--- config.mk ---
export PLATFORM = sky130hd
export DESIGN_NAME = decode_exec_pipe
export DESIGN_NICKNAME = d
export VERILOG_FILES = /design/src/rtl/decode_exec_pkg.sv /design/src/rtl/decode_exec_pipe_ctrl_decoder.sv /design/src/rtl/decode_exec_pipe.sv
export SDC_FILE = /design/constraint.sdc
export NUM_CORES = 1
export LEC_CHECK = 0
export BUFFER_PORTS_ARGS = -buffer_cell sky130_fd_sc_hd__buf_2
export CORE_AREA = 3 3 185 187
export CTS_CLUSTER_DIAMETER = 30
export CTS_CLUSTER_SIZE = 16
export DETAILED_ROUTE_END_ITERATION = 7
export DIE_AREA = 0 0 188 190
export GPL_ROUTABILITY_DRIVEN = 0
export PLACE_DENSITY = 0.6
export SETUP_SLACK_MARGIN = 0.2
export SKIP_CTS_REPAIR_TIMING = 1
export SYNTH_ARGS = -nofsm -noshare
export SYNTH_HDL_FRONTEND = slang
export SYNTH_SLANG_ARGS = --single-unit
--- constraint.sdc ---
create_clock -name clk -period 1.6 [get_ports clk]
set_input_delay 0.08 -clock clk [delete_from_list [all_inputs] [get_ports clk]]
set_output_delay 0.08 -clock clk [all_outputs]
set_load 0.005 [all_outputs]
--- src/rtl/decode_exec_pkg.sv ---
// Shared types for the decode/execute pipeline slice: opcode map, control
// encodings and the bundled control word carried through ID/EX.
package decode_exec_pkg;

  localparam logic [5:0] OP_NOP  = 6'h00;
  localparam logic [5:0] OP_ADD  = 6'h01;
  localparam logic [5:0] OP_SUB  = 6'h02;
  localparam logic [5:0] OP_AND  = 6'h03;
  localparam logic [5:0] OP_OR   = 6'h04;
  localparam logic [5:0] OP_XOR  = 6'h05;
  localparam logic [5:0] OP_SLL  = 6'h06;
  localparam logic [5:0] OP_SRL  = 6'h07;
  localparam logic [5:0] OP_MUL  = 6'h08;
  localparam logic [5:0] OP_ADDI = 6'h09;
  localparam logic [5:0] OP_SUBI = 6'h0A;
  localparam logic [5:0] OP_LDR  = 6'h10;
  localparam logic [5:0] OP_STR  = 6'h11;
  localparam logic [5:0] OP_MOVI = 6'h12;
  localparam logic [5:0] OP_B    = 6'h20;

  typedef enum logic [4:0] {
    ALU_ADD = 5'd0,
    ALU_SUB = 5'd1,
    ALU_AND = 5'd2,
    ALU_OR  = 5'd3,
    ALU_XOR = 5'd4,
    ALU_SLL = 5'd5,
    ALU_SRL = 5'd6,
    ALU_MUL = 5'd7
  } alu_ctrl_e;

  typedef enum logic [1:0] {
    WB_MEM = 2'b00,
    WB_ALU = 2'b01,
    WB_IMM = 2'b10
  } wb_sel_e;

  typedef enum logic [1:0] {
    IMM_10 = 2'b00,
    IMM_15 = 2'b01,
    IMM_20 = 2'b10
  } imm_sel_e;

  typedef struct packed {
    wb_sel_e   mem_to_reg;
    logic      mem_write;
    logic      alu_src;
    imm_sel_e  imm_src;
    logic      reg_write;
    alu_ctrl_e alu_control;
  } ctrl_t;

  // All-zero control word: what NOP, illegal opcodes, reset and flush produce.
  localparam ctrl_t CTRL_NOP = '{
    mem_to_reg:  WB_MEM,
    mem_write:   1'b0,
    alu_src:     1'b0,
    imm_src:     IMM_10,
    reg_write:   1'b0,
    alu_control: ALU_ADD
  };

endpackage

--- src/rtl/decode_exec_pipe_ctrl_decoder.sv ---
// Purely combinational opcode decoder: opcode -> control word plus branch redirect.
module ctrl_decoder
  import decode_exec_pkg::*;
#(
  parameter int OPW = 6
) (
  input  logic [OPW-1:0] opcode,
  output ctrl_t          o_ctrl,
  output logic           o_pc_src
);

  // Reg-reg ops are numbered so that alu_control = opcode - 1.
  logic [4:0] w_alu_idx;
  assign w_alu_idx = opcode[4:0] - 5'd1;

  always_comb begin
    o_ctrl   = CTRL_NOP;
    o_pc_src = 1'b0;
    case (opcode)
      OP_ADD, OP_SUB, OP_AND, OP_OR, OP_XOR, OP_SLL, OP_SRL, OP_MUL: begin
        o_ctrl.mem_to_reg  = WB_ALU;
        o_ctrl.reg_write   = 1'b1;
        o_ctrl.alu_control = alu_ctrl_e'(w_alu_idx);
      end
      OP_ADDI, OP_SUBI: begin
        o_ctrl.mem_to_reg  = WB_ALU;
        o_ctrl.alu_src     = 1'b1;
        o_ctrl.reg_write   = 1'b1;
        o_ctrl.alu_control = (opcode == OP_SUBI) ? ALU_SUB : ALU_ADD;
      end
      OP_LDR: begin
        o_ctrl.alu_src   = 1'b1;
        o_ctrl.reg_write = 1'b1;
      end
      OP_STR: begin
        o_ctrl.mem_write = 1'b1;
        o_ctrl.alu_src   = 1'b1;
      end
      OP_MOVI: begin
        o_ctrl.mem_to_reg = WB_IMM;
        o_ctrl.alu_src    = 1'b1;
        o_ctrl.imm_src    = IMM_20;
        o_ctrl.reg_write  = 1'b1;
      end
      OP_B: begin
        o_pc_src       = 1'b1;
        o_ctrl.alu_src = 1'b1;
        o_ctrl.imm_src = IMM_15;
      end
      default: ;
    endcase
  end

endmodule

--- src/rtl/decode_exec_pipe.sv ---
// Decode plus ID/EX and EX/MEM pipeline banks of the 26-bit-instruction core.
// Optional macro PIPE_FLUSH_EN adds a flush input that turns the ID/EX load into a NOP.
module decode_exec_pipe
  import decode_exec_pkg::*;
#(
  parameter int DW  = 32,
  parameter int OPW = 6
) (
  input  logic           clk,
  input  logic           rst,
`ifdef PIPE_FLUSH_EN
  input  logic           flush,
`endif
  input  logic [OPW-1:0] opcode,
  output logic           pc_src,
  output logic [1:0]     imm_src,
  input  logic [DW-1:0]  id_pc,
  input  logic [DW-1:0]  id_rd1,
  input  logic [DW-1:0]  id_rd2,
  input  logic [DW-1:0]  id_sign_imm,
  output logic [1:0]     ex_mem_to_reg,
  output logic           ex_mem_write,
  output logic           ex_alu_src,
  output logic           ex_reg_write,
  output logic [1:0]     ex_imm_src,
  output logic [4:0]     ex_alu_control,
  output logic [DW-1:0]  ex_pc,
  output logic [DW-1:0]  ex_rd1,
  output logic [DW-1:0]  ex_rd2,
  output logic [DW-1:0]  ex_sign_imm,
  input  logic [DW-1:0]  ex_operand_b,
  input  logic [DW-1:0]  ex_alu_result,
  output logic [1:0]     mem_mem_to_reg,
  output logic           mem_mem_write,
  output logic           mem_reg_write,
  output logic [DW-1:0]  mem_pc,
  output logic [DW-1:0]  mem_store_data,
  output logic [DW-1:0]  mem_alu_result,
  output logic [DW-1:0]  mem_sign_imm
);

  ctrl_t w_id_ctrl;
  ctrl_t w_id_ctrl_next;

  ctrl_decoder #(.OPW(OPW)) u_ctrl_decoder (
    .opcode   (opcode),
    .o_ctrl   (w_id_ctrl),
    .o_pc_src (pc_src)
  );

  assign imm_src = w_id_ctrl.imm_src;

`ifdef PIPE_FLUSH_EN
  assign w_id_ctrl_next = flush ? CTRL_NOP : w_id_ctrl;
`else
  assign w_id_ctrl_next = w_id_ctrl;
`endif

  // ID/EX bank
  ctrl_t         r_ex_ctrl;
  logic [DW-1:0] r_ex_pc;
  logic [DW-1:0] r_ex_rd1;
  logic [DW-1:0] r_ex_rd2;
  logic [DW-1:0] r_ex_sign_imm;

  always_ff @(posedge clk) begin
    if (rst) begin
      r_ex_ctrl     <= CTRL_NOP;
      r_ex_pc       <= '0;
      r_ex_rd1      <= '0;
      r_ex_rd2      <= '0;
      r_ex_sign_imm <= '0;
    end else begin
      r_ex_ctrl     <= w_id_ctrl_next;
      r_ex_pc       <= id_pc;
      r_ex_rd1      <= id_rd1;
      r_ex_rd2      <= id_rd2;
      r_ex_sign_imm <= id_sign_imm;
    end
  end

  assign ex_mem_to_reg  = r_ex_ctrl.mem_to_reg;
  assign ex_mem_write   = r_ex_ctrl.mem_write;
  assign ex_alu_src     = r_ex_ctrl.alu_src;
  assign ex_reg_write   = r_ex_ctrl.reg_write;
  assign ex_imm_src     = r_ex_ctrl.imm_src;
  assign ex_alu_control = r_ex_ctrl.alu_control;
  assign ex_pc          = r_ex_pc;
  assign ex_rd1         = r_ex_rd1;
  assign ex_rd2         = r_ex_rd2;
  assign ex_sign_imm    = r_ex_sign_imm;

  // EX/MEM bank; the ALU B operand doubles as store data.
  logic [1:0]    r_mem_mem_to_reg;
  logic          r_mem_mem_write;
  logic          r_mem_reg_write;
  logic [DW-1:0] r_mem_pc;
  logic [DW-1:0] r_mem_store_data;
  logic [DW-1:0] r_mem_alu_result;
  logic [DW-1:0] r_mem_sign_imm;

  always_ff @(posedge clk) begin
    if (rst) begin
      r_mem_mem_to_reg <= '0;
      r_mem_mem_write  <= 1'b0;
      r_mem_reg_write  <= 1'b0;
      r_mem_pc         <= '0;
      r_mem_store_data <= '0;
      r_mem_alu_result <= '0;
      r_mem_sign_imm   <= '0;
    end else begin
      r_mem_mem_to_reg <= r_ex_ctrl.mem_to_reg;
      r_mem_mem_write  <= r_ex_ctrl.mem_write;
      r_mem_reg_write  <= r_ex_ctrl.reg_write;
      r_mem_pc         <= r_ex_pc;
      r_mem_store_data <= ex_operand_b;
      r_mem_alu_result <= ex_alu_result;
      r_mem_sign_imm   <= r_ex_sign_imm;
    end
  end

  assign mem_mem_to_reg = r_mem_mem_to_reg;
  assign mem_mem_write  = r_mem_mem_write;
  assign mem_reg_write  = r_mem_reg_write;
  assign mem_pc         = r_mem_pc;
  assign mem_store_data = r_mem_store_data;
  assign mem_alu_result = r_mem_alu_result;
  assign mem_sign_imm   = r_mem_sign_imm;

endmodule

==> results.json <==
{
  "finalHoldViolCount": 1,
  "ys_types": 27,
  "place_ws_ns": 0.07092,
  "dp_hpwl_um": 18140,
  "synth_xor_area_share_pct": 0.4647,
  "start_kind": "primary input",
  "p_int_mw": 16.62,
  "period_share_pct": 84.16,
  "slowest_stage": "dlygate4sd3_1",
  "clk_path_buf_depth": 3,
  "vias_per_cell": 3.781,
  "fin_nets": 1546,
  "cts_sinks": 272,
  "end_kind": "register",
  "wl_per_cell_um": 15.36,
  "synthesis.area_um2": 7538,
  "grt_max_degree": 63,
  "grt_overflow": 0,
  "numPortBuffers": 474,
  "power_frac_comb_pct": 7.2,
  "syn_area_per_cell_um2": 12.42,
  "slew_headroom_pct": 72.58,
  "grt_usage_pct": 12.79,
  "ios": 475,
  "rows": 66,
  "cp_max_fo": 7,
  "use_met3_pct": 6.025,
  "busiest_layer": "met2",
  "worstPathArrival_ns": 1.79,
  "hold_path.class": "in -> reg",
  "syn_to_final_growth_pct": 96.03,
  "clock-skew-final_ns": 0.01120,
  "synth_top_family_by_area": "simple AND/OR/NAND/NOR gates",
  "post-route-util_pct": 45.30,
  "switching_share_pct": 21.85,
  "hold_slack_ns": -0.007841,
  "ant_nets": 0,
  "final_common_cell": "buf_2",
  "drt_wl_total_um": 28160,
  "finalPower_mw": 21.27,
  "rsz0062_at_grt": "false",
  "setup_viol": 0,
  "violations": "hold timing",
  "cp.required_ns": 2.04,
  "cp_cell_sequence": "buf_2 > nor3_1 > dlygate4sd3_1 > xnor2_1 > dlygate4sd3_1 > nor3_1",
  "synth_adder_area_share_pct": 0.8299,
  "clk_latency_ns": 0.57,
  "syn_nets": 812,
  "use_met2_pct": 22.06,
  "die_h_um": 190,
  "use_met1_pct": 12.66,
  "fillers": 2849,
  "layout_common_cells": "473 x buf_2, 272 x dfxtp_1, 262 x nor2b_1",
  "fin_setup_tns_ns": 0,
  "grt_antenna_before_repair": 1,
  "synth.mux.area_fraction_pct": 0,
  "grt_pass1_vias": 6285,
  "drv_cap": 0,
  "critPathMaxStageDelay_ns": 0.62,
  "power_density_nw_per_um2": 1439,
  "fin_cells": 1833,
  "core_um2": 32620,
  "cts_tree": "done",
  "drt-initial-drc-count": 159,
  "synth-simple-area-share_pct": 23.63,
  "peakVddDrop_mv": 1.003,
  "dp_cells": 1498,
  "synth-seq-cells": 272,
  "htree_levels": 2,
  "drive_gt1_share_pct": 42.59,
  "grt_pass1_wl_um": 34820,
  "clkTransAtPathRegs_ns": 0.05,
  "tightest_slew_ns": 0.4113,
  "p_seq_share_pct": 34.0,
  "ys_seq_area_share_pct": 72.23,
  "fmax_mhz": 742.6,
  "start_util_pct": 23.11,
  "period_needed_ns": 1.347,
  "dieWidth_um": 188,
  "synth_cells": 607,
  "synth-compound-area-share_pct": 0.7303,
  "pwr-share-clk_pct": 58.7,
  "slew_viol_final": 0,
  "layout_setup_ws_ns": 0.2534,
  "post-route-drc-count": 0,
  "cts_buffers": 58,
  "outcome": "complete, but fails checks",
  "ys_warn_count": 0,
  "crit_type": "in -> reg",
  "vias": 6931,
  "first_pass_iters": 4,
  "die_area_um2": 35720,
  "p_switching_mw": 4.647,
  "cts-root-buf": "clkbuf_16",
  "leakage_nw": 7.133
}
-- per-layer routing --
metal	vias up	wire length (µm)
met4	0	1099
met2	375	14260
met5	-	0
met1	3135	10210
li1	3361	-
met3	60	2589
-- synthesized netlist by cell type, drive strengths merged --
cell type	n	area share (%)
a211o	1	0.12
a21oi	3	0.20
a22oi	1	0.10
a32oi	1	0.22
and2	1	0.083
and3b	1	0.12
buf	6	0.61
clkbuf	28	1.4
dfxtp	272	72
ha	5	0.83
inv	2	0.10
nand2	1	0.050
nand3b	3	0.30
nor2	1	0.050
nor2b	262	22
nor3	7	0.46
nor3b	1	0.10
nor4	1	0.083
nor4b	2	0.40
o31ai	1	0.10
or2	2	0.17
or3	1	0.083
xnor2	3	0.35
xor2	1	0.12
-- power groups by stage --
stage | logic, mW | clock network [mW] | registers, mW
3_3_place_gp | 1.08 | 0 | 7.35
4_1_cts | 1.09 | 12.8 | 7.23
3_5_place_dp | 1.08 | 0 | 7.36
5_1_grt | 1.67 | 13.1 | 7.26
6_report | 1.54 | 12.5 | 7.24
2_1_floorplan | 0.337 | 0 | 7.39
-- layout make-up --
type | count | area (µm²) | area share (%)
clock inverter | 35 | 464.2 | 3.141
tap | 442 | 553.0 | 3.742
antenna | 1 | 2.502 | 0.01693
clock buffer | 74 | 1633 | 11.05
multi-input combinational | 299 | 1934 | 13.09
timing repair buffer | 708 | 4738 | 32.06
sequential | 272 | 5445 | 36.85
inverter | 2 | 7.507 | 0.05080
-- final timing paths --
check | depth (start not counted) | startpoint | to | slack, ns
setup / recovery | 6 | opcode[2] | ex_alu_control[3]$_SDFF_PP0_ | 0.25
hold / removal | 4 | opcode[2] | ex_alu_control[4]$_SDFF_PP0_ | -0.008
setup reg to reg | 1 | ex_pc[21]$_SDFF_PP0_ | mem_pc[21]$_SDFF_PP0_ | 0.98
hold reg to reg | 1 | ex_sign_imm[25]$_SDFF_PP0_ | mem_sign_imm[25]$_SDFF_PP0_ | 0.45
-- critical path: cells and delay by family --
family        cells  cell delay [ns]
xor+xnor          1             0.12
buf+inv           3             1.34
simple gates      2             0.25
-- logic make-up after synthesis --
kind of cell	Yosys count
xor gates and xnor gates	4
buffers and inverters	36
DFF	272
adders and majority gates	5
and+or+nand+nor	283
AOI/OAI and AO/OA	7
-- metrics by stage --
| stage | hold slack (ns) | area [µm²] |
|---|---|---|
| floorplan | 0.1865 | 7538 |
| global placement | 0.2866 | 10430 |
| detailed placement | 0.2917 | 10430 |
| CTS | -0.3408 | 12520 |
| global route | 0.007441 | 14780 |
| finish | -0.007841 | 14780 |
Power figures use the tool's default switching activity.
